**src/rtl/mem_port_arbiter.sv**
```systemverilog
// Round-robin arbiter sharing one single-port byte memory between the fetch port and the
// load/store port. Each grant walks IDLE -> ACCESS -> RESPOND, giving a fixed two-cycle latency.
module mem_port_arbiter #(
    parameter int MEM_BYTES = 1024
) (
    input  logic        Clk,
    input  logic        Reset_n,
    input  logic        IReq,
    input  logic [31:0] IAddr,
    output logic [31:0] IData,
    output logic        IValid,
    output logic        IErr,
    input  logic        DReq,
    input  logic        DWe,
    input  logic [31:0] DAddr,
    input  logic [31:0] DWData,
    output logic [31:0] DRData,
    output logic        DValid,
    output logic        DErr,
    output logic [31:0] MemAddr,
    output logic [31:0] MemWriteData,
    output logic        MemRead,
    output logic        MemWrite,
    input  logic [31:0] MemData
);

    typedef enum logic [1:0] {IDLE, ACCESS, RESPOND} state_t;

    localparam logic [31:0] LAST_WORD = 32'(MEM_BYTES - 4);

    state_t      state;
    logic        last_data;
    logic        gnt_data;
    logic        gnt_we;
    logic        gnt_err;
    logic [31:0] gnt_addr;
    logic [31:0] gnt_wdata;

    logic        sel_data;
    logic [31:0] sel_addr;

    function automatic logic addr_bad(input logic [31:0] a);
        return (a[1:0] != 2'b00) || (a > LAST_WORD);
    endfunction

    // On a tie the port that was not served last wins; last_data resets to fetch.
    always_comb begin
        sel_data = DReq && (!IReq || !last_data);
        sel_addr = sel_data ? DAddr : IAddr;
    end

    always_ff @(posedge Clk or negedge Reset_n) begin
        if (!Reset_n) begin
            state        <= IDLE;
            last_data    <= 1'b0;
            gnt_data     <= 1'b0;
            gnt_we       <= 1'b0;
            gnt_err      <= 1'b0;
            gnt_addr     <= '0;
            gnt_wdata    <= '0;
            IData        <= '0;
            DRData       <= '0;
            IValid       <= 1'b0;
            IErr         <= 1'b0;
            DValid       <= 1'b0;
            DErr         <= 1'b0;
            MemAddr      <= '0;
            MemWriteData <= '0;
            MemRead      <= 1'b0;
            MemWrite     <= 1'b0;
        end else begin
            IValid   <= 1'b0;
            IErr     <= 1'b0;
            DValid   <= 1'b0;
            DErr     <= 1'b0;
            MemRead  <= 1'b0;
            MemWrite <= 1'b0;
            unique case (state)
                IDLE: begin
                    if (IReq || DReq) begin
                        gnt_data  <= sel_data;
                        gnt_we    <= sel_data && DWe;
                        gnt_addr  <= sel_addr;
                        gnt_wdata <= DWData;
                        gnt_err   <= addr_bad(sel_addr);
                        last_data <= sel_data;
                        state     <= ACCESS;
                    end
                end
                ACCESS: begin
                    // Rejected accesses still take this slot but raise no strobe.
                    MemAddr <= gnt_addr;
                    if (!gnt_err) begin
                        if (gnt_we) begin
                            MemWrite     <= 1'b1;
                            MemWriteData <= gnt_wdata;
                        end else begin
                            MemRead <= 1'b1;
                        end
                    end
                    state <= RESPOND;
                end
                RESPOND: begin
                    if (gnt_data) begin
                        DValid <= 1'b1;
                        DErr   <= gnt_err;
                        if (!gnt_err && !gnt_we) DRData <= MemData;
                    end else begin
                        IValid <= 1'b1;
                        IErr   <= gnt_err;
                        if (!gnt_err) IData <= MemData;
                    end
                    state <= IDLE;
                end
                default: state <= IDLE;
            endcase
        end
    end

endmodule

```
**config.mk**
```make
export PLATFORM = sky130hd
export DESIGN_NAME = mem_port_arbiter
export DESIGN_NICKNAME = d
export VERILOG_FILES = /design/src/rtl/mem_port_arbiter.sv
export SDC_FILE = /design/constraint.sdc
export NUM_CORES = 1
export LEC_CHECK = 0
export BUFFER_PORTS_ARGS = -buffer_cell sky130_fd_sc_hd__buf_2
export CORE_ASPECT_RATIO = 1.5
export CORE_MARGIN = 2
export CORE_UTILIZATION = 35
export CTS_CLUSTER_DIAMETER = 150
export DETAILED_ROUTE_END_ITERATION = 10
export PLACE_DENSITY = 0.58
export SETUP_SLACK_MARGIN = 0.5
export SLEW_MARGIN = 40
export SYNTH_ARGS = -nofsm -noshare
export SYNTH_HDL_FRONTEND = slang
export SYNTH_SLANG_ARGS = --single-unit
```
**constraint.sdc**
```tcl
create_clock -name Clk -period 1.9 [get_ports Clk]
set_input_delay 0.475 -clock Clk [delete_from_list [all_inputs] [get_ports Clk]]
set_output_delay 0.475 -clock Clk [all_outputs]
set_load 0.05 [all_outputs]
```
==> metrics.md <==
| Metric | Value |
|---|---|
| Max_slew headroom | 70.11% |
| DR vias/cell | 4.884 |
| Setup TNS | 0 ns |
| Synth warn | 0 |
| Crit path cell chain | nor3b_4, nor2b_4, buf_6, buf_16, mux2_4 |
| Global route total overflow | 0 |
| Min Clock Period, post-route | 1.579 ns |
| Data required time at the worst endpoint | 2.27 ns |
| # setup viols final | 0 |
| Synthesized area | 7955 um^2 |
| Mean Syn Cell Area | 15.04 um^2 |
| I/O Buffers | 266 |
| # rows | 67 |
| Worst Hold Class | input port to flop |
| Fin. max-slew vios | 0 |
| Sequential power share | 35.2% |
| Core area | 22300 um^2 |
| Vias in the first global route | 6127 |
| Ant. Diodes | 0 |
| 1st-pass router iterations | 4 |
| Period Utilization, post-route | 83.12% |
| Largest net degree at the start of global routing | 49 |
| Io pins | 267 |
| Met3 Routed Length | 1.511 mm |
| Crit. End Element | flop |
| Antenna-violating nets left | 0 |
| Final net count | 1055 |
| Comb pwr share | 43.1% |
| DR WL/cell | 20.48 um |
| Final Non-Filler Cells | 1207 |
| Slew of the pin with the lowest slew margin | 0.4442 ns |
| Initial core utilization | 35.68% |
| Syn Inst Count | 529 |
| Max incr delay on CP | 0.44 ns |
| Crit-path max FO | 8 |
| Register area share after synthesis | 63.86% |
| DIE AREA | 23980 um^2 |
| Drt total wl | 24.72 mm |
| HPWL after detailed placement | 13.24 mm |
| Mapped Nets | 662 |
| Max VDD drop | 0.001221 V |
| CTS H-Tree Depth | 1 |
| RSZ-0062 raised after global routing | true |
| Die height | 188.6 um |
| Power Dens Cells | 1363 nW/um^2 |
| Synth unique cells | 25 |
| Filler cell count | 1761 |
| Final core occ | 58.85% |
| CTS clk-pin slew, worst paths | 0.06 ns |
| RD Place Congestion | 0.7772 |
| Max-cap violations | 0 |
| CP Data Arrival Time | 1.95 ns |
| Max Clk Rate | 633.2 MHz |
| Area Overhead vs Synth | 64.97% |
| Met1 wire length | 9.109 mm |
| CTS tree | yes |
| Vias | 5895 |
| Clock sink total | 203 |
| Number of synthesized register bits | 203 |
| Tot GR Track Use | 17.94% |
| Clock buffer depth | 3 |
| Pleak | 6.339 nW |
| Residual DRC | 0 |
| Clock root buffer | clkbuf_16 |
| Final hold vios | 0 |
| Top sig layer | met4 |
| Num CTS Buffers | 21 |
| Clock network fraction of total power | 21.7% |
| Placed insts | 1058 |
| Status | complete, no violations |
| Skew final | 0.01692 ns |
| Fraction of layout cells with a size suffix above 1 | 65.31% |
| Die width | 127.1 um |
| First-pass GRT wire length | 33.84 mm |
| Worst skew pair latency | 0.50 ns |
| Sw frac | 34.79% |
| Met2 Wirelength | 13.52 mm |
| Kind of critical path | flop to flop |
| CP Launch Type | flop |
| Sw Pwr | 6.221 mW |
| Antenna violations before repair | 1 |
| Critical-path top delay cell | dfrtp_2 |
| Internal power | 11.66 mW |
| Initial detailed-routing violation count | 231 |
[placed cells by master, fill, tap and decap left out, drive strengths merged, types with 2 or more instances in the layout]
master	n
clkbuf	41
buf	385
clkinv	3
a31oi	2
nor2	39
nor3	2
o21ai	2
nor4	10
a21oi	33
dfrtp	203
nand4	3
mux2i	33
nand3	2
mux2	160
inv	2
and2	2
[cell usage after synthesis]
| cell type | instances | area [um^2] |
|---|---|---|
| dfrtp_1 | 203 | 5080 |
| mux2_2 | 155 | 1745 |
| nor2_1 | 39 | 146.4 |
| a21oi_1 | 33 | 165.2 |
| mux2i_1 | 33 | 330.3 |
| buf_4 | 14 | 105.1 |
| nor4_1 | 10 | 62.56 |
| buf_2 | 8 | 40.04 |
| buf_6 | 7 | 78.83 |
| mux2_1 | 5 | 56.30 |
| nand4_1 | 3 | 18.77 |
| a31oi_1 | 2 | 12.51 |
| and2_1 | 2 | 12.51 |
| inv_1 | 2 | 7.510 |
| nand3_1 | 2 | 10.01 |
| o21ai_0 | 2 | 10.01 |
| a21boi_0 | 1 | 7.510 |
| and3b_1 | 1 | 8.760 |
| nand2_1 | 1 | 3.750 |
| nand2b_1 | 1 | 6.260 |
| nor2b_1 | 1 | 6.260 |
| nor3_1 | 1 | 5.000 |
| nor3_4 | 1 | 16.27 |
| nor3b_2 | 1 | 12.51 |
| o21a_1 | 1 | 7.510 |
[registers in the layout, indices dropped and copies added, names as in the netlist, 2 cells and up]
| name | count |
|---|---|
| MemAddr | 32 |
| IData | 32 |
| gnt_wdata | 32 |
| MemWriteData | 32 |
| gnt_addr | 32 |
| DRData | 32 |
| state | 2 |
[metal layers]
| metal | vias to the layer above | track usage [%] |
|---|---|---|
| met4 | 0 | 4.311 |
| met1 | 2975 | 19.96 |
| met3 | 37 | 4.117 |
| li1 | 2657 | - |
| met5 | - | 0 |
| met2 | 226 | 34.18 |
[timing repair]
item                       CTS  global route
hold buffers                 1             0
pin swaps                    4            25
setup endpoints to repair  297           317
gates cloned                12            16
buffers inserted            42            46
hold endpoints to repair    36             0
resized for setup          312            93
[critical path, delay by kind of cell, from the launching register on]
kind                   cells  cell delay (ns)
multiplexers               1             0.31
flip-flops                 1             0.44
buffers and inverters      2             0.29
AND/OR/NAND/NOR            2             0.42
[stage by stage]
stage	hold slack (ns)	total power, mW	instance area [um^2]	worst slack (ns)
final	0.2057	17.88	13120	0.3206
after global routing	0.1969	18.67	13120	0.2667
after CTS	0.1857	16.39	12050	0.3051
after detailed placement	0.4500	11.39	9787	0.2308
after global placement	0.4452	11.29	9787	0.2523
after floorplan	0.1794	9.960	8053	0.3936
[logic make-up (layout without fill, tap and decap cells)]
logic type	after synthesis	after routing	synth area share, %
multiplexers	193	193	26.80
AND/OR/NAND/NOR	63	63	3.885
buffers and inverters	31	433	2.910
AO/OA/AOI/OAI	39	39	2.548
flip-flops	203	203	63.86
[power by group through the flow]
stage	Sequential [mW]	Combinational (mW)	Clock (mW)
final	6.30	7.70	3.88
after global routing	6.45	8.09	4.13
after CTS	6.25	6.18	3.97
after detailed placement	6.22	5.18	0
after global placement	6.17	5.12	0
after floorplan	7.72	2.24	0
[final timing paths]
check / cells past startpoint / end / slack [ns] / startpoint
max in group asynchronous: 3 / gnt_wdata[29] / 0.83 / Reset_n
worst max register to register: 5 / IData[2] / 0.32 / state[0]
worst min-delay path: 2 / gnt_wdata[8] / 0.21 / DWData[8]
worst max-delay path: 5 / IData[2] / 0.32 / state[0]
worst min register to register: 1 / MemRead / 0.46 / gnt_we
min in group asynchronous: 2 / gnt_addr[11] / 0.49 / Reset_n
[final cells by class]
type	count	area, um^2	share of cell area, %
Sequential cell	203	5084	38.74
Tap cell	276	345.3	2.631
Multi-Input combinational cell	295	3123	23.80
Timing Repair Buffer	399	3948	30.08
Inverter	2	7.507	0.05720
Clock buffer	28	571.8	4.357
Clock inverter	4	45.04	0.3432
No activity file was read; power rests on OpenSTA's default activity.
